## config.mk

```make
export PLATFORM = sky130hd
export DESIGN_NAME = match_collector
export DESIGN_NICKNAME = d
export VERILOG_FILES = /design/src/rtl/psa_pkg.sv /design/src/rtl/match_fifo.sv /design/src/rtl/match_collector.sv
export SDC_FILE = /design/constraint.sdc
export NUM_CORES = 1
export LEC_CHECK = 0
export BUFFER_PORTS_ARGS = -buffer_cell sky130_fd_sc_hd__buf_4
export CAP_MARGIN = 10
export CORE_ASPECT_RATIO = 1.5
export CORE_MARGIN = 4
export CORE_UTILIZATION = 35
export DETAILED_ROUTE_END_ITERATION = 12
export PLACE_DENSITY = 0.62
export SYNTH_ARGS = -nofsm -noshare
export SYNTH_HDL_FRONTEND = slang
export SYNTH_SLANG_ARGS = --single-unit
```

## constraint.sdc

```tcl
create_clock -name CLK100MHZ -period 7.4 [get_ports CLK100MHZ]
set_input_delay 0.37 -clock CLK100MHZ [delete_from_list [all_inputs] [get_ports CLK100MHZ]]
set_output_delay 0.37 -clock CLK100MHZ [all_outputs]
set_load 0.02 [all_outputs]
```

## src/rtl/psa_pkg.sv

```systemverilog
// Shared types and constants for the pattern search datapath.
package psa_pkg;

    localparam int ADDR_W = 8;
    localparam logic [ADDR_W-1:0] NOT_FOUND = 8'hFF;

    typedef enum logic [2:0] {
        IDLE,
        RST,
        ARM,
        CAPTURE,
        STALL,
        RELEASE,
        FINISH
    } state_t;

endpackage

```

## src/rtl/match_fifo.sv

```systemverilog
// Show-ahead match address FIFO; the head is visible on rd_data_o while not empty.
module match_fifo
    import psa_pkg::*;
#(
    parameter int DEPTH = 16
) (
    input  logic              clk_i,
    input  logic              rst_i,
    input  logic              clr_i,
    input  logic              wr_en_i,
    input  logic [ADDR_W-1:0] wr_data_i,
    input  logic              rd_en_i,
    output logic [ADDR_W-1:0] rd_data_o,
    output logic              full_o,
    output logic              empty_o
);

    localparam int AW = $clog2(DEPTH);

    logic [AW-1:0]     wr_ptr_q, rd_ptr_q;
    logic [AW:0]       cnt_q;
    logic [ADDR_W-1:0] mem [DEPTH];
    logic              do_wr, do_rd;

    assign full_o  = (cnt_q == (AW+1)'(DEPTH));
    assign empty_o = (cnt_q == '0);
    assign do_wr   = wr_en_i && !full_o;
    assign do_rd   = rd_en_i && !empty_o;

    // Masked when empty so the head reads 0 rather than stale storage.
    assign rd_data_o = empty_o ? '0 : mem[rd_ptr_q];

    always_ff @(posedge clk_i or posedge rst_i) begin
        if (rst_i) begin
            wr_ptr_q <= '0;
            rd_ptr_q <= '0;
            cnt_q    <= '0;
        end else if (clr_i) begin
            wr_ptr_q <= '0;
            rd_ptr_q <= '0;
            cnt_q    <= '0;
        end else begin
            if (do_wr) wr_ptr_q <= wr_ptr_q + 1'b1;
            if (do_rd) rd_ptr_q <= rd_ptr_q + 1'b1;
            case ({do_wr, do_rd})
                2'b10:   cnt_q <= cnt_q + 1'b1;
                2'b01:   cnt_q <= cnt_q - 1'b1;
                default: cnt_q <= cnt_q;
            endcase
        end
    end

    always_ff @(posedge clk_i) begin
        if (do_wr) mem[wr_ptr_q] <= wr_data_i;
    end

endmodule

```

## src/rtl/match_collector.sv

```systemverilog
// Search sequencer: re-arms the engine after every hit and buffers match addresses.
// Optional watchdog on ARM/RELEASE waits is built when MATCH_TIMEOUT_EN is defined.
module match_collector
    import psa_pkg::*;
#(
    parameter int DEPTH = 16
`ifdef MATCH_TIMEOUT_EN
    , parameter int TIMEOUT = 1024
`endif
) (
    input  logic              CLK100MHZ,
    input  logic              reset,
    input  logic              start,
    input  logic [ADDR_W-1:0] p_in,
    input  logic [ADDR_W-1:0] pl_in,
    input  logic [ADDR_W-1:0] b_in,
    input  logic [ADDR_W-1:0] bl_in,
    output logic [ADDR_W-1:0] p,
    output logic [ADDR_W-1:0] pl,
    output logic [ADDR_W-1:0] b,
    output logic [ADDR_W-1:0] bl,
    output logic              s_reset,
    output logic              s_activate,
    input  logic              s_done,
    input  logic [ADDR_W-1:0] s_found,
    input  logic              rd_en,
    output logic [ADDR_W-1:0] rd_data,
    output logic              rd_valid,
    output logic [7:0]        count,
    output logic              busy,
    output logic              complete,
    output logic              overflow,
    output logic              timeout
);

    state_t            state_q, state_d;
    logic [ADDR_W-1:0] found_q, found_d;
    logic [ADDR_W-1:0] p_q, pl_q, b_q, bl_q;
    logic [7:0]        count_q, count_d;
    logic              ovf_q, ovf_d;
    logic              push, flush, wd_hit;
    logic [ADDR_W-1:0] push_data;
    logic              fifo_full, fifo_empty;

    assign flush = (state_q == IDLE) && start;

    always_comb begin
        state_d   = state_q;
        found_d   = found_q;
        push      = 1'b0;
        push_data = s_found;
        ovf_d     = ovf_q;
        case (state_q)
            IDLE:    if (start) state_d = RST;
            RST:     state_d = ARM;
            ARM: begin
                if (s_done)      state_d = CAPTURE;
                else if (wd_hit) state_d = FINISH;
            end
            CAPTURE: begin
                found_d = s_found;
                if (s_found == NOT_FOUND) begin
                    state_d = FINISH;
                end else if (fifo_full) begin
                    ovf_d   = 1'b1;
                    state_d = STALL;
                end else begin
                    push    = 1'b1;
                    state_d = RELEASE;
                end
            end
            STALL: begin
                push_data = found_q;
                if (!fifo_full) begin
                    push    = 1'b1;
                    state_d = RELEASE;
                end
            end
            // Waiting for s_done to fall keeps a held s_done from producing a second push.
            RELEASE: begin
                if (!s_done)     state_d = ARM;
                else if (wd_hit) state_d = FINISH;
            end
            FINISH:  state_d = IDLE;
            default: state_d = IDLE;
        endcase
        if (flush) ovf_d = 1'b0;
    end

    always_comb begin
        count_d = count_q;
        if (flush)                        count_d = '0;
        else if (push && count_q != 8'hFF) count_d = count_q + 8'd1;
    end

    always_ff @(posedge CLK100MHZ or posedge reset) begin
        if (reset) begin
            state_q <= IDLE;
            found_q <= '0;
            p_q     <= '0;
            pl_q    <= '0;
            b_q     <= '0;
            bl_q    <= '0;
            count_q <= '0;
            ovf_q   <= 1'b0;
        end else begin
            state_q <= state_d;
            found_q <= found_d;
            count_q <= count_d;
            ovf_q   <= ovf_d;
            if (flush) begin
                p_q  <= p_in;
                pl_q <= pl_in;
                b_q  <= b_in;
                bl_q <= bl_in;
            end
        end
    end

`ifdef MATCH_TIMEOUT_EN
    localparam int WD_W = $clog2(TIMEOUT + 1);

    logic [WD_W-1:0] wd_q;
    logic            to_q;

    assign wd_hit  = ((state_q == ARM) || (state_q == RELEASE)) && (wd_q == WD_W'(TIMEOUT - 1));
    assign timeout = to_q;

    always_ff @(posedge CLK100MHZ or posedge reset) begin
        if (reset) begin
            wd_q <= '0;
            to_q <= 1'b0;
        end else begin
            if (state_d != state_q)                           wd_q <= '0;
            else if ((state_q == ARM) || (state_q == RELEASE)) wd_q <= wd_q + 1'b1;
            if (flush)                                  to_q <= 1'b0;
            else if (wd_hit && (state_d == FINISH))     to_q <= 1'b1;
        end
    end
`else
    assign wd_hit  = 1'b0;
    assign timeout = 1'b0;
`endif

    match_fifo #(.DEPTH(DEPTH)) u_fifo (
        .clk_i    (CLK100MHZ),
        .rst_i    (reset),
        .clr_i    (flush),
        .wr_en_i  (push),
        .wr_data_i(push_data),
        .rd_en_i  (rd_en),
        .rd_data_o(rd_data),
        .full_o   (fifo_full),
        .empty_o  (fifo_empty)
    );

    assign p          = p_q;
    assign pl         = pl_q;
    assign b          = b_q;
    assign bl         = bl_q;
    assign count      = count_q;
    assign overflow   = ovf_q;
    assign rd_valid   = !fifo_empty;
    assign s_reset    = (state_q == RST);
    assign s_activate = (state_q == ARM) || (state_q == CAPTURE);
    assign busy       = (state_q != IDLE);
    assign complete   = (state_q == FINISH);

endmodule

```

# After elaboration in Yosys (flattened, before gate mapping)
# Memory sizes are Yosys's and may differ from the RTL's.
# Index checks and enable logic that the tools add are counted.
# totals
ramBits	128
output_inout_bits	55
word_cells	77
memories	1
in_bits	45
regBits	65
# op_classes
n_reduce_logical	18
n_addsub	5
muxes	26
eq_ne	16
# mem_list
memory	depth	width	rd	rd_ports_with_merged_regs	write_ports	line	rtl
u_fifo.mem	16	8	1	0	1	match_fifo.sv:22	logic [ADDR_W-1:0] mem [DEPTH];
# ops
cell	count
8-bit two-way mux	4
3-bit case mux with 6 select lines	1
4-bit two-way mux	4
3-bit two-way mux	4
2-bit inequality test (second input constant)	5
5-bit case mux with 2 select lines	1
2-bit nonzero test	5
3-bit == test (second input constant)	3
1-bit two-way mux	9
4-bit by 1-bit adder with 4-bit output (second input constant)	2
8-bit by 1-bit adder with 8-bit output (second input constant)	1
8-bit == test (second input constant)	1
8-bit inequality test (second input constant)	1
3-bit by 2-bit == test with 1-bit output (second input constant)	2
3-bit nonzero test	2
5-bit by 1-bit adder with 5-bit output (second input constant)	1
5-bit == test (second input constant)	1
5-bit zero test	1
5-bit two-way mux	1
5-bit by 1-bit subtractor with 5-bit output (second input constant)	1
1-bit logical AND	4
4-bit AND reduction	1
3-bit by 1-bit == test with 1-bit output (second input constant)	1
3-bit zero test	1
7 further kinds	8

# Logic depth before layout (Yosys ltp)
# depth
depth_word	8
depth_mapped	10
ltp_nobuf	9

# Modules after synthesis
# Synthesis repeated with hierarchy kept, for this count alone.
# unflattened
cells_unflattened	552
area_unflattened_um2	8115.3
# by_module_without_submodules
mod	cells_each	instances	seq_area_each_um2	area_per_inst_um2
match_fifo	309	1	4169.0	5795.6
match_collector	243	1	1301.2	2319.7

# Worst setup path before layout
# OpenSTA, ideal clock, no wires.
# synth_path
path_kind	reg-to-reg
start	register state_q[1]
end	memory u_fifo.mem[4][0], enable pin
arrival_ns	2.174
required_ns	7.015
period_less_slack_ns	2.559
n_path_buf	0
setup_ns	0.385
slack_ns	4.841
stages_incl_launch_ff	6
cell_sequence	dfrtp_1 -> or3b_4 -> a22o_4 -> nor2_1 -> nand2_1 -> nor3b_1
# synth_via
elab_chain_len	5
word_cells_on_any_way	6
cone_classes	2 x eq/ne; 3 x mux; 1 x reduce/logical
# synth_lines
item	line	rtl
start, declared	match_collector.sv:36	state_t state_q, state_d;
start signal, assigned	match_collector.sv:107	state_q <= state_d;
3-bit == test / 3-bit by 2-bit == test with 1-bit output (equally long branches)	match_collector.sv:53	case (state_q)
1-bit case mux with 2 select lines (*)	match_collector.sv:53	
1-bit logical AND (*)	match_fifo.sv:27	assign do_wr = wr_en_i && !full_o;
1-bit two-way mux (*)	match_fifo.sv:54	if (do_wr) mem[wr_ptr_q] <= wr_data_i;
1-bit two-way mux (implied by the code) (*)	match_fifo.sv:54	
end, declared	match_fifo.sv:22	
# Every way passes the cells marked *; elsewhere a longest branch is shown, timed or not.

# Final worst setup path
# layout_path
start	register state_q[1]
end	memory u_fifo.mem[4][4], enable pin
# The elaborated chain is that of the path after synthesis.

==> summary.txt <==
Floorplan
  • Die span in x: approximately 130 microns
  • I/O Pins: 100
  • Die area: roughly 0.026 sq mm
  • Total number of placement rows: a little under 70
  • Initial core utilization: 0.357
  • Placeable core region: around 0.023 sq mm
  • Chip height: approximately 200 microns

Synthesis
  • Fraction of the mapped netlist area in compound gates: 0.0352
  • Synth Register Bits: a little under 200
  • Most used DFF post-synth: sky130_fd_sc_hd__edfxtp_1
  • Gate Count Post-Synth: 570
  • Top-count cell post-synth: sky130_fd_sc_hd__nand2_1
  • Most area-hungry cell type in the Yosys netlist: sky130_fd_sc_hd__edfxtp_1
  • Share of synthesized cell area in and, or, nand and nor gates: 0.133
  • Area share of the largest cell type after synthesis: 0.465
  • Fraction of synthesized area in multiplexers: 0.127
  • Syn_area_per_cell: roughly 14 sq um
  • Number of flops mapped to enable cells by yosys: about 130
  • Area share of fa/ha/maj cells after synthesis: 0.0121
  • Fraction of synthesized cell area in xor and xnor cells: 0.00955
  • Main combinational cell family by area after synthesis: simple AND/OR/NAND/NOR gates
  • Share of flip-flops with an asynchronous set or reset: 0.337
  • Yosys warns: 0
  • Most numerous cell types in the synthesized netlist: 142 x sky130_fd_sc_hd__nand2_1, 128 x sky130_fd_sc_hd__edfxtp_1, 65 x sky130_fd_sc_hd__dfrtp_1
  • Post-synthesis instance area: between 0.008 and 0.009 sq mm
  • Portion of the post-synthesis area used by sequential elements: 0.662
  • Synthesized Nets: 623
  • Number of distinct library cells after synthesis: 56
  • Synth top area cells: sky130_fd_sc_hd__edfxtp_1 47%, sky130_fd_sc_hd__dfrtp_1 20%, sky130_fd_sc_hd__mux4_2 11%

Global route
  • Pin count of the biggest net entering global routing: 66
  • Number of antenna violations at the first check in global routing: 0
  • GRT Resource Usage Total: 0.150
  • First-pass GRT wire length: 29900 microns
  • Global-route congestion overflow total: 0
  • Vias in the first global route: 5308

Hold path
  • Worst min path class: input port to register
  • Launch instance of the worst min-delay path: p_in[5]

Power
  • Pwr Density: ~400 mW/mm^2
  • Total leakage power: 3.83 nW
  • Total power consumption of the routed design: just under 0.004 W
  • Peak supply drop: between 0.2 and 0.25 mV

Placement
  • Placed Instance Area: ~0.0093 sq mm
  • Number of buffers added on ports: 98
  • Final Wtd Congestion: around 0.79
  • Detailed placer's ending HPWL: approximately 13000 microns

Setup path
  • Nature of the critical path startpoint: register
  • Arr. time, crit path: around 3.6 ns
  • Kind of critical path: register to register
  • Reg2Reg Launch Point: state_q[1]
  • Timing startpoint of the critical path: state_q[1]
  • Top fanout value on the critical path: 13
  • Cell breakdown of the critical path: nand3b_1, a22o_4, nor2_1, nand2_1, nor3b_1
  • WP data required: 7.44 ns
  • Cell type of the slowest stage on the worst timing path: sky130_fd_sc_hd__nor3b_1
  • Endpoint type of the worst setup path: register
  • Delay of the slowest cell on the worst path: slightly above 1 ns

Clock tree
  • Clock edge transition at the registers on the reported setup and hold paths: roughly 0.070 ns
  • Post-CTS Repair Setup Buffers: 0
  • CTS sink cnt: between 150 and 200
  • Cts repair resizes: 0
  • H-tree depth: 4
  • Master cell of the clock root buffer: sky130_fd_sc_hd__clkbuf_16
  • Maximum buffer depth of the clock tree: 2
  • Insertion delay of the later-clocked pin in the worst-skew pair: 0.43 ns
  • Number of buffers inserted during clock tree synthesis: 17
  • CTS Hold Bufs: 0
  • Clock tree from TritonCTS: done

STA
  • Total negative slack for setup checks: 0 ns
  • Finish-stage setup viols: 0
  • Setup repair after global routing missed its margin: no
  • Fmax: 278 MHz
  • Max-slew violations: 0
  • Worst relative slew slack: 0.170
  • Final Skew: approximately 0.015 ns
  • Hold violation total from the final report: 0
  • Worst hold margin: 0.125 ns
  • Transition time of the tightest slew-check pin: 1.24 ns
  • Clock period minus worst slack: around 3.6 ns
  • Final period util: 0.485

Cells and area
  • Cell area after layout: a little under 0.01 sq mm
  • Number of diodes added for antenna fixing: 0
  • Layout Area Growth over Synthesis: 19.5%
  • Filler cell count: 2159
  • Total Nets Final: 712
  • Fraction of final layout cells sized beyond drive strength 1: 0.298

Routing
  • Vias post-DR: 4932
  • Top metal layer carrying routed signals: met4
  • Met2 layer wire length in the routed design: between 10000 and 15000 microns
  • Detail-routed net length per standard cell: 19.0 microns
  • Vias per std cell: about 5
  • Wl on met1: between 7000 and 8000 microns
  • DR DRC count: 0
  • Iter 0 DRT Violations: between 300 and 400
  • First-pass iteration count of the detailed router: 4
  • Length of routed met3 wiring: 985 microns
  • Detailed-route wire length: between 15000 and 20000 microns
  • Number of nets with antenna violations after routing: 0

Status
  • Outcome: finished clean

Run
  • Maximum Capacitance Violations: 0
==> state kept, by name (all words and copies together), names as in the netlist, 5 cells and up <==
name,cells
u_fifo.cnt_q,5
bl,8
pl,8
b,8
count,8
u_fifo.mem,128
p,8
found_q,8
==> kinds of logic after synthesis <==
kind of cell / Yosys count
adder cells (fa/ha/maj): 8
XOR/XNOR: 9
AND/OR/NAND/NOR: 228
AO/OA/AOI/OAI: 38
buffers and inverters: 39
flip-flops: 193
multiplexers: 54
other: 1
==> layer usage <==
| layer | up-vias | track usage |
|---|---|---|
| met5 | - | 0 |
| met4 | 0 | 0.0419 |
| met3 | 16 | 0.0351 |
| met2 | 150 | 0.280 |
| met1 | 2501 | 0.170 |
| li1 | 2265 | - |
==> critical path, delay by kind of cell (launching register included) <==
family           cells  cell delay, ns
AND/OR/NAND/NOR      4            2.17
AO/OA/AOI/OAI        1            0.47
flip-flops           1            0.55
==> final cells by class <==
cell class	instances	area [sq um]	area share
inverters	8	30.0	0.00304
repair buffers	101	758	0.0769
well taps	315	394	0.0400
multi-input cells	338	2630	0.266
clock inverters	14	159	0.0161
flip-flops and latches	193	5470	0.555
clock buffers	17	425	0.0431
==> report_power, final <==
part | total (W) | internal [W] | switching (W)
Combinational | 0.00142 | 0.000647 | 0.000775
Clock | 0.000909 | 0.000503 | 0.000406
Sequential | 0.00162 | 0.00140 | 0.000220
Total | 0.00395 | 0.00255 | 0.00140
==> through the flow <==
stage	util	instances	setup WS [ns]
2_1_floorplan	-	570	4.84
3_5_place_dp	0.401	955	3.82
6_report	0.426	986	3.81
4_1_cts	0.426	986	3.82
5_1_grt	0.426	986	3.55
3_3_place_gp	0.401	955	4.11
==> layout by cell type, fill, tap and decap left out, types with 3 or more instances in the layout <==
cell                        netlist  final
sky130_fd_sc_hd__xor2_1           5      5
sky130_fd_sc_hd__xnor2_1          4      4
sky130_fd_sc_hd__mux2i_1          5      5
sky130_fd_sc_hd__and2_1           7      6
sky130_fd_sc_hd__mux4_2          40     40
sky130_fd_sc_hd__nand3_1          3      3
sky130_fd_sc_hd__nor3b_1          5      5
sky130_fd_sc_hd__o21ai_0          5      5
sky130_fd_sc_hd__a21oi_1         12     12
sky130_fd_sc_hd__buf_4            1    101
sky130_fd_sc_hd__inv_1            7      6
sky130_fd_sc_hd__nand2_1        142    142
sky130_fd_sc_hd__nor2_1          22     22
sky130_fd_sc_hd__clkbuf_16        0     17
sky130_fd_sc_hd__edfxtp_1       128    128
sky130_fd_sc_hd__mux2_2           9      9
sky130_fd_sc_hd__and3_1           4      4
sky130_fd_sc_hd__nor2b_1         10     10
sky130_fd_sc_hd__clkinv_4         0      4
sky130_fd_sc_hd__nand4_1          6      6
sky130_fd_sc_hd__ha_1             8      8
sky130_fd_sc_hd__nor3_1           5      5
sky130_fd_sc_hd__dfrtp_1         65     63
sky130_fd_sc_hd__and4_1           9      9
sky130_fd_sc_hd__a211oi_1         3      3
==> worst paths after layout <==
kind                                 endpoint  slack [ns]  depth (start not counted)
max in group asynchronous  u_fifo.rd_ptr_q[0]        6.62                          3
min reg2reg                              b[4]        0.48                          2
max reg2reg                  u_fifo.mem[4][4]        3.81                          5
max                          u_fifo.mem[4][4]        3.81                          5
min in group asynchronous               pl[4]        0.18                          3
min                                      p[5]        0.13                          3
No activity file was read; power rests on OpenSTA's default activity.
